## src/rtl/snoop_pkg.sv

```systemverilog
// Shared definitions for the snooping-coherence instruction issuer: field layout,
// the block address map and the issue FSM states.
package snoop_pkg;

   localparam int CPU_MSB  = 15;
   localparam int CPU_LSB  = 14;
   localparam int OP_BIT   = 13;
   localparam int ADDR_MSB = 12;
   localparam int ADDR_LSB = 8;

   localparam logic [1:0] CPU_INVALID = 2'b11;

   typedef enum logic [1:0] {
      IDLE  = 2'd0,
      ISSUE = 2'd1,
      WAIT  = 2'd2
   } state_t;

   // Only the even blocks 8..18 exist in the coherence top's memory map.
   function automatic logic addr_unmapped(input logic [15:0] instr);
      case (instr[ADDR_MSB:ADDR_LSB])
         5'd8, 5'd10, 5'd12, 5'd14, 5'd16, 5'd18: return 1'b0;
         default:                                  return 1'b1;
      endcase
   endfunction

endpackage

```

## src/rtl/snoop_instr_fifo.sv

```systemverilog
// Instruction FIFO: DEPTH x WIDTH storage with wrap-bit pointers and a
// combinational head so the issuer can pop and capture in the same cycle.
module snoop_instr_fifo #(
   parameter int DEPTH = 4,
   parameter int WIDTH = 16
) (
   input  logic             clock,
   input  logic             reset,
   input  logic             push,
   input  logic [WIDTH-1:0] push_data,
   input  logic             pop,
   output logic [WIDTH-1:0] head,
   output logic             full,
   output logic             empty
);

   localparam int AW = $clog2(DEPTH);

   logic [AW:0]      wr_ptr_reg;
   logic [AW:0]      rd_ptr_reg;
   logic [WIDTH-1:0] mem [DEPTH];
   logic             push_en;
   logic             pop_en;

   assign empty   = (wr_ptr_reg == rd_ptr_reg);
   assign full    = (wr_ptr_reg[AW] != rd_ptr_reg[AW]) &&
                    (wr_ptr_reg[AW-1:0] == rd_ptr_reg[AW-1:0]);
   assign push_en = push && !full;
   assign pop_en  = pop && !empty;
   assign head    = mem[rd_ptr_reg[AW-1:0]];

   always_ff @(posedge clock) begin
      if (push_en) begin
         mem[wr_ptr_reg[AW-1:0]] <= push_data;
      end
   end

   always_ff @(posedge clock or negedge reset) begin
      if (!reset) begin
         wr_ptr_reg <= '0;
         rd_ptr_reg <= '0;
      end else begin
         if (push_en) wr_ptr_reg <= wr_ptr_reg + (AW+1)'(1);
         if (pop_en)  rd_ptr_reg <= rd_ptr_reg + (AW+1)'(1);
      end
   end

endmodule

```

## src/rtl/snoop_instr_issuer.sv

```systemverilog
// Buffers coherence instructions and issues them one at a time, holding each
// until the coherence top reports completion or the wait window expires.
module snoop_instr_issuer
   import snoop_pkg::*;
#(
   parameter int DEPTH   = 4,
   parameter int TIMEOUT = 16,
   parameter int CNT_W   = 8
) (
   input  logic             clock,
   input  logic             reset,
   input  logic             in_valid,
   input  logic [15:0]      in_instr,
   output logic             in_ready,
   output logic             issue_valid,
   output logic [15:0]      issue_instr,
   output logic             issue_unmapped,
   input  logic             issue_done,
   output logic             busy,
   output logic [CNT_W-1:0] drop_cnt,
   output logic [CNT_W-1:0] tmo_cnt
);

   localparam int WAIT_W = $clog2(TIMEOUT);
   localparam logic [WAIT_W-1:0] WAIT_LAST = WAIT_W'(TIMEOUT - 1);

   state_t            state_reg, state_next;
   logic [15:0]       issue_instr_reg;
   logic              unmapped_reg;
   logic [WAIT_W-1:0] wait_cnt_reg;
   logic [CNT_W-1:0]  drop_cnt_reg;
   logic [CNT_W-1:0]  tmo_cnt_reg;

   logic        fifo_full, fifo_empty;
   logic [15:0] fifo_head;
   logic        accept, drop, fifo_push, fifo_pop;
   logic        load, wait_clr, wait_inc, tmo_inc;

   assign accept    = in_valid && !fifo_full;
   assign drop      = accept && (in_instr[CPU_MSB:CPU_LSB] == CPU_INVALID);
   assign fifo_push = accept && !drop;

   snoop_instr_fifo #(
      .DEPTH (DEPTH),
      .WIDTH (16)
   ) u_fifo (
      .clock     (clock),
      .reset     (reset),
      .push      (fifo_push),
      .push_data (in_instr),
      .pop       (fifo_pop),
      .head      (fifo_head),
      .full      (fifo_full),
      .empty     (fifo_empty)
   );

   always_comb begin
      state_next = state_reg;
      fifo_pop   = 1'b0;
      load       = 1'b0;
      wait_clr   = 1'b0;
      wait_inc   = 1'b0;
      tmo_inc    = 1'b0;
      case (state_reg)
         IDLE: begin
            if (!fifo_empty) begin
               fifo_pop   = 1'b1;
               load       = 1'b1;
               state_next = ISSUE;
            end
         end
         ISSUE: begin
            wait_clr   = 1'b1;
            state_next = WAIT;
         end
         WAIT: begin
            // Completion wins over a timeout landing in the same cycle.
            if (issue_done) begin
               state_next = IDLE;
            end else if (wait_cnt_reg == WAIT_LAST) begin
               tmo_inc    = 1'b1;
               state_next = IDLE;
            end else begin
               wait_inc = 1'b1;
            end
         end
         default: state_next = IDLE;
      endcase
   end

   always_ff @(posedge clock or negedge reset) begin
      if (!reset) begin
         state_reg       <= IDLE;
         issue_instr_reg <= '0;
         unmapped_reg    <= 1'b0;
         wait_cnt_reg    <= '0;
         drop_cnt_reg    <= '0;
         tmo_cnt_reg     <= '0;
      end else begin
         state_reg <= state_next;
         if (load) begin
            issue_instr_reg <= fifo_head;
            unmapped_reg    <= addr_unmapped(fifo_head);
         end
         if (wait_clr) begin
            wait_cnt_reg <= '0;
         end else if (wait_inc) begin
            wait_cnt_reg <= wait_cnt_reg + WAIT_W'(1);
         end
         if (drop && (drop_cnt_reg != '1)) begin
            drop_cnt_reg <= drop_cnt_reg + CNT_W'(1);
         end
         if (tmo_inc && (tmo_cnt_reg != '1)) begin
            tmo_cnt_reg <= tmo_cnt_reg + CNT_W'(1);
         end
      end
   end

   assign in_ready       = !fifo_full;
   assign issue_valid    = (state_reg == ISSUE);
   assign issue_instr    = issue_instr_reg;
   assign issue_unmapped = unmapped_reg;
   assign busy           = (state_reg != IDLE) || !fifo_empty;
   assign drop_cnt       = drop_cnt_reg;
   assign tmo_cnt        = tmo_cnt_reg;

endmodule

```

## config.mk

```make
export PLATFORM = sky130hd
export DESIGN_NAME = snoop_instr_issuer
export DESIGN_NICKNAME = d
export VERILOG_FILES = /design/src/rtl/snoop_pkg.sv /design/src/rtl/snoop_instr_fifo.sv /design/src/rtl/snoop_instr_issuer.sv
export SDC_FILE = /design/constraint.sdc
export NUM_CORES = 1
export LEC_CHECK = 0
export BUFFER_PORTS_ARGS = -buffer_cell sky130_fd_sc_hd__buf_2
export CAP_MARGIN = 20
export CORE_UTILIZATION = 61
export DETAILED_ROUTE_END_ITERATION = 12
export GPL_TIMING_DRIVEN = 0
export HOLD_SLACK_MARGIN = 0.15
export PLACE_DENSITY = 0.83
export REMOVE_ABC_BUFFERS = 1
export SYNTH_ARGS = -nofsm -noshare
export SYNTH_HDL_FRONTEND = slang
export SYNTH_SLANG_ARGS = --single-unit
export TNS_END_PERCENT = 10
```

## constraint.sdc

```tcl
create_clock -name clock -period 3.8 [get_ports clock]
set_clock_uncertainty 0.2 [all_clocks]
set_input_delay 0 -clock clock [delete_from_list [all_inputs] [get_ports clock]]
set_output_delay 0 -clock clock [all_outputs]
set_load 0.02 [all_outputs]
```

==> reports/metrics.yaml <==
die_h_um: 86.8
synthSimpleGateAreaFrac_pct: 7.02
crit_required_ps: 3590
power_leakage_nw: 2.09
grt_pass1_vias: 2459
comb_power_share_pct: 35.7
postLayoutCellArea_um2: 5190
antenna_found_initial: 0
period_needed_ps: 3190
vias: 2447
grt_use_total_pct: 22.3
rows: 30
overflow: 0
grt_pass1_wl_um: 12000
synthMuxAreaShare_pct: 13.4
slowest_delay_ps: 910
numCtsBuffers: 9
post-dp-hpwl_um: 4810
end_kind: "flip-flop"
wl_um: 7440
cp_max_fo: 19
firstDrtPassIters: 4
final_layout_size_suffix_gt1_share_pct: 32.1
ys_seq_elements: 109
core_um2: 6870
gp_congestion: 0.803
die_width_um: 86.8
drv_cap: 0
setup_viol: 0
netSwitchingPower_mw: 1.29
drtIter0Drc: 108
fmax_mhz: 313
mostFrequentLayoutCells: "edfxtp_1, buf_2, dfrtp_1"
slew_viol_final: 0
die-area_um2: 7530
cts-resized-gates: 0
max-vdd-ir-drop_uv: 340
synth_cells: 258
post-place-ws_ps: 570
nets: 369
final_common_cell: "edfxtp_1"
path_cells: "xnor2_1 > a311oi_2 > and2_1"
p_clk_share_pct: 16.7
crit_arrival_ps: 2980
synth_compound_area_share_pct: 1.91
hold_class: "in -> reg"
io_pins: 56
io_buffer_count: 55
viasPerCell: 5.54
synth_xor_area_share_pct: 4.39
intPower_mw: 2.46
htreeDepth: 3
synthAdderAreaFrac_pct: 2.28
largest_reg_flops: 64
ant_nets: 0
finalHoldViolCount: 0
grt_max_degree: 46
cpMaxStageDelayCell: "dfrtp_1"
synth.distinct_cells: 33
clk_path_buf_depth: 2
relSlewSlack_pct: 41.1
syn-cell-area_um2: 4380
outcome: "finished, final reports clean"
n_fill_cell: 429
tightest_slew_ps: 884
cts_root_buf: "clkbuf_8"
clkTransAtPathRegs_ps: 110
syn_to_final_growth_pct: 18.4
clock_latency_ps: 360
start_util_pct: 63.8
rsz0062_at_grt: "no"
powerDensity_nw_per_um2: 724
clock_sinks: 109
fin_ws_ps: 607
seqPwrFrac_pct: 47.6
crit_type: "reg -> reg"
worstSetupStartpointType: "flip-flop"
avgSynthCellArea_um2: 17.0
synth_top_family_by_area: "multiplexers"
ys_seq_area_share_pct: 69.5
yosysWarnings: 0
period_share_pct: 84.0
place_area_um2: 4800
cts_tree: "yes"
antenna_cells: 0
drcViolationCount: 0
swShare_pct: 34.4
post_drt_wl_per_cell_um: 16.8
-- power groups by stage --
stage	logic (mW)	clock network (mW)	registers [mW]
final	1.34	0.628	1.79
after floorplan	0.771	0	1.92
after global placement	1.19	0	1.83
after global routing	1.47	0.683	1.83
after detailed placement	1.34	0	1.82
after CTS	1.36	0.639	1.79
-- synth_stat cells (all sizes together) --
cell    count  share of area, %
a221oi      1              0.20
a311oi      2              0.68
a31o        1              0.20
a31oi       2              0.29
and2        7               1.0
and3        4              0.57
buf         5              0.74
clkbuf      1             0.086
dfrtp      45                26
edfxtp     64                44
ha          8               2.3
inv         8              0.68
mux2       20               5.1
mux4       16               8.2
nand2      13               1.1
nand2b      1              0.14
nand3      11               1.3
nand4       5              0.71
nor2        5              0.43
nor3        5              0.57
nor3b       1              0.17
nor4        4              0.57
o21ai       3              0.34
o221ai      1              0.20
or2         1              0.14
or3         1              0.14
or3b        1              0.20
xnor2       9               1.8
xor2       13               2.6
-- per-layer routing --
layer | part of all wire [%] | global-route usage (%) | vias to the layer above
met4 | 1.6 | 10.0 | 0
met2 | 52 | 38.4 | 46
met3 | 2.5 | 3.14 | 9
met1 | 44 | 28.5 | 1251
li1 | - | - | 1141
met5 | 0 | 0 | -
-- worst max-delay path: cells and delay by family, from the launching register on --
kind	cells	cell delay [ps]
AO/OA/AOI/OAI	1	560
XOR/XNOR	1	360
flip-flops	1	910
AND/OR/NAND/NOR	1	780
-- layout make-up --
class	count	area (um2)	area share [%]
flip-flops and latches	109	3050	58.7
multi-input cells	135	1280	24.7
inverters	8	30.0	0.578
clock buffers	10	128	2.46
well taps	96	120	2.31
clock inverters	6	47.5	0.916
repair buffers	78	538	10.4
-- repair_timing --
| item | 4_1_cts | 5_1_grt |
|---|---|---|
| setup buffers | 0 | 0 |
| hold endpoints to repair | 132 | 22 |
| hold buffers | 19 | 1 |
-- path summary, 6_finish.rpt --
path / startpoint / cells past startpoint / end / slack, ps
worst max register to register: u_fifo.rd_ptr_reg[1]$_DFFE_PN0P_ / 3 / u_fifo.mem[2][12]$_DFFE_PP_ / 610
min in group asynchronous: reset / 3 / tmo_cnt[6]$_DFFE_PN0P_ / 500
worst max-delay path: u_fifo.rd_ptr_reg[1]$_DFFE_PN0P_ / 3 / u_fifo.mem[2][12]$_DFFE_PP_ / 610
worst min register to register: tmo_cnt[6]$_DFFE_PN0P_ / 1 / tmo_cnt[6]$_DFFE_PN0P_ / 290
worst min-delay path: in_instr[7] / 2 / u_fifo.mem[3][7]$_DFFE_PP_ / 180
max in group asynchronous: reset / 4 / issue_instr[5]$_DFFE_PN0P_ / 2370
-- cells by family after synthesis --
| kind of cell | Yosys count |
|---|---|
| AOI/OAI and AO/OA | 10 |
| xor gates and xnor gates | 22 |
| adders and majority gates | 8 |
| buffers and inverters | 14 |
| DFF | 109 |
| muxes | 36 |
| and+or+nand+nor | 59 |
-- per-stage QoR --
| step | util (%) | cells | hold WS (ps) | TNS [ps] | power (mW) |
|---|---|---|---|---|---|
| 3_3_place_gp | 69.1 | 403 | 11.6 | -2040 | 3.01 |
| 6_report | 75.6 | 442 | 183 | 0 | 3.76 |
| 4_1_cts | 75.2 | 440 | 166 | 0 | 3.79 |
| 2_1_floorplan | - | 252 | -496 | 0 | 2.69 |
| 5_1_grt | 75.6 | 442 | 186 | 0 | 3.98 |
| 3_5_place_dp | 69.8 | 405 | 17.4 | 0 | 3.16 |
(Power assumes the default switching activity.)
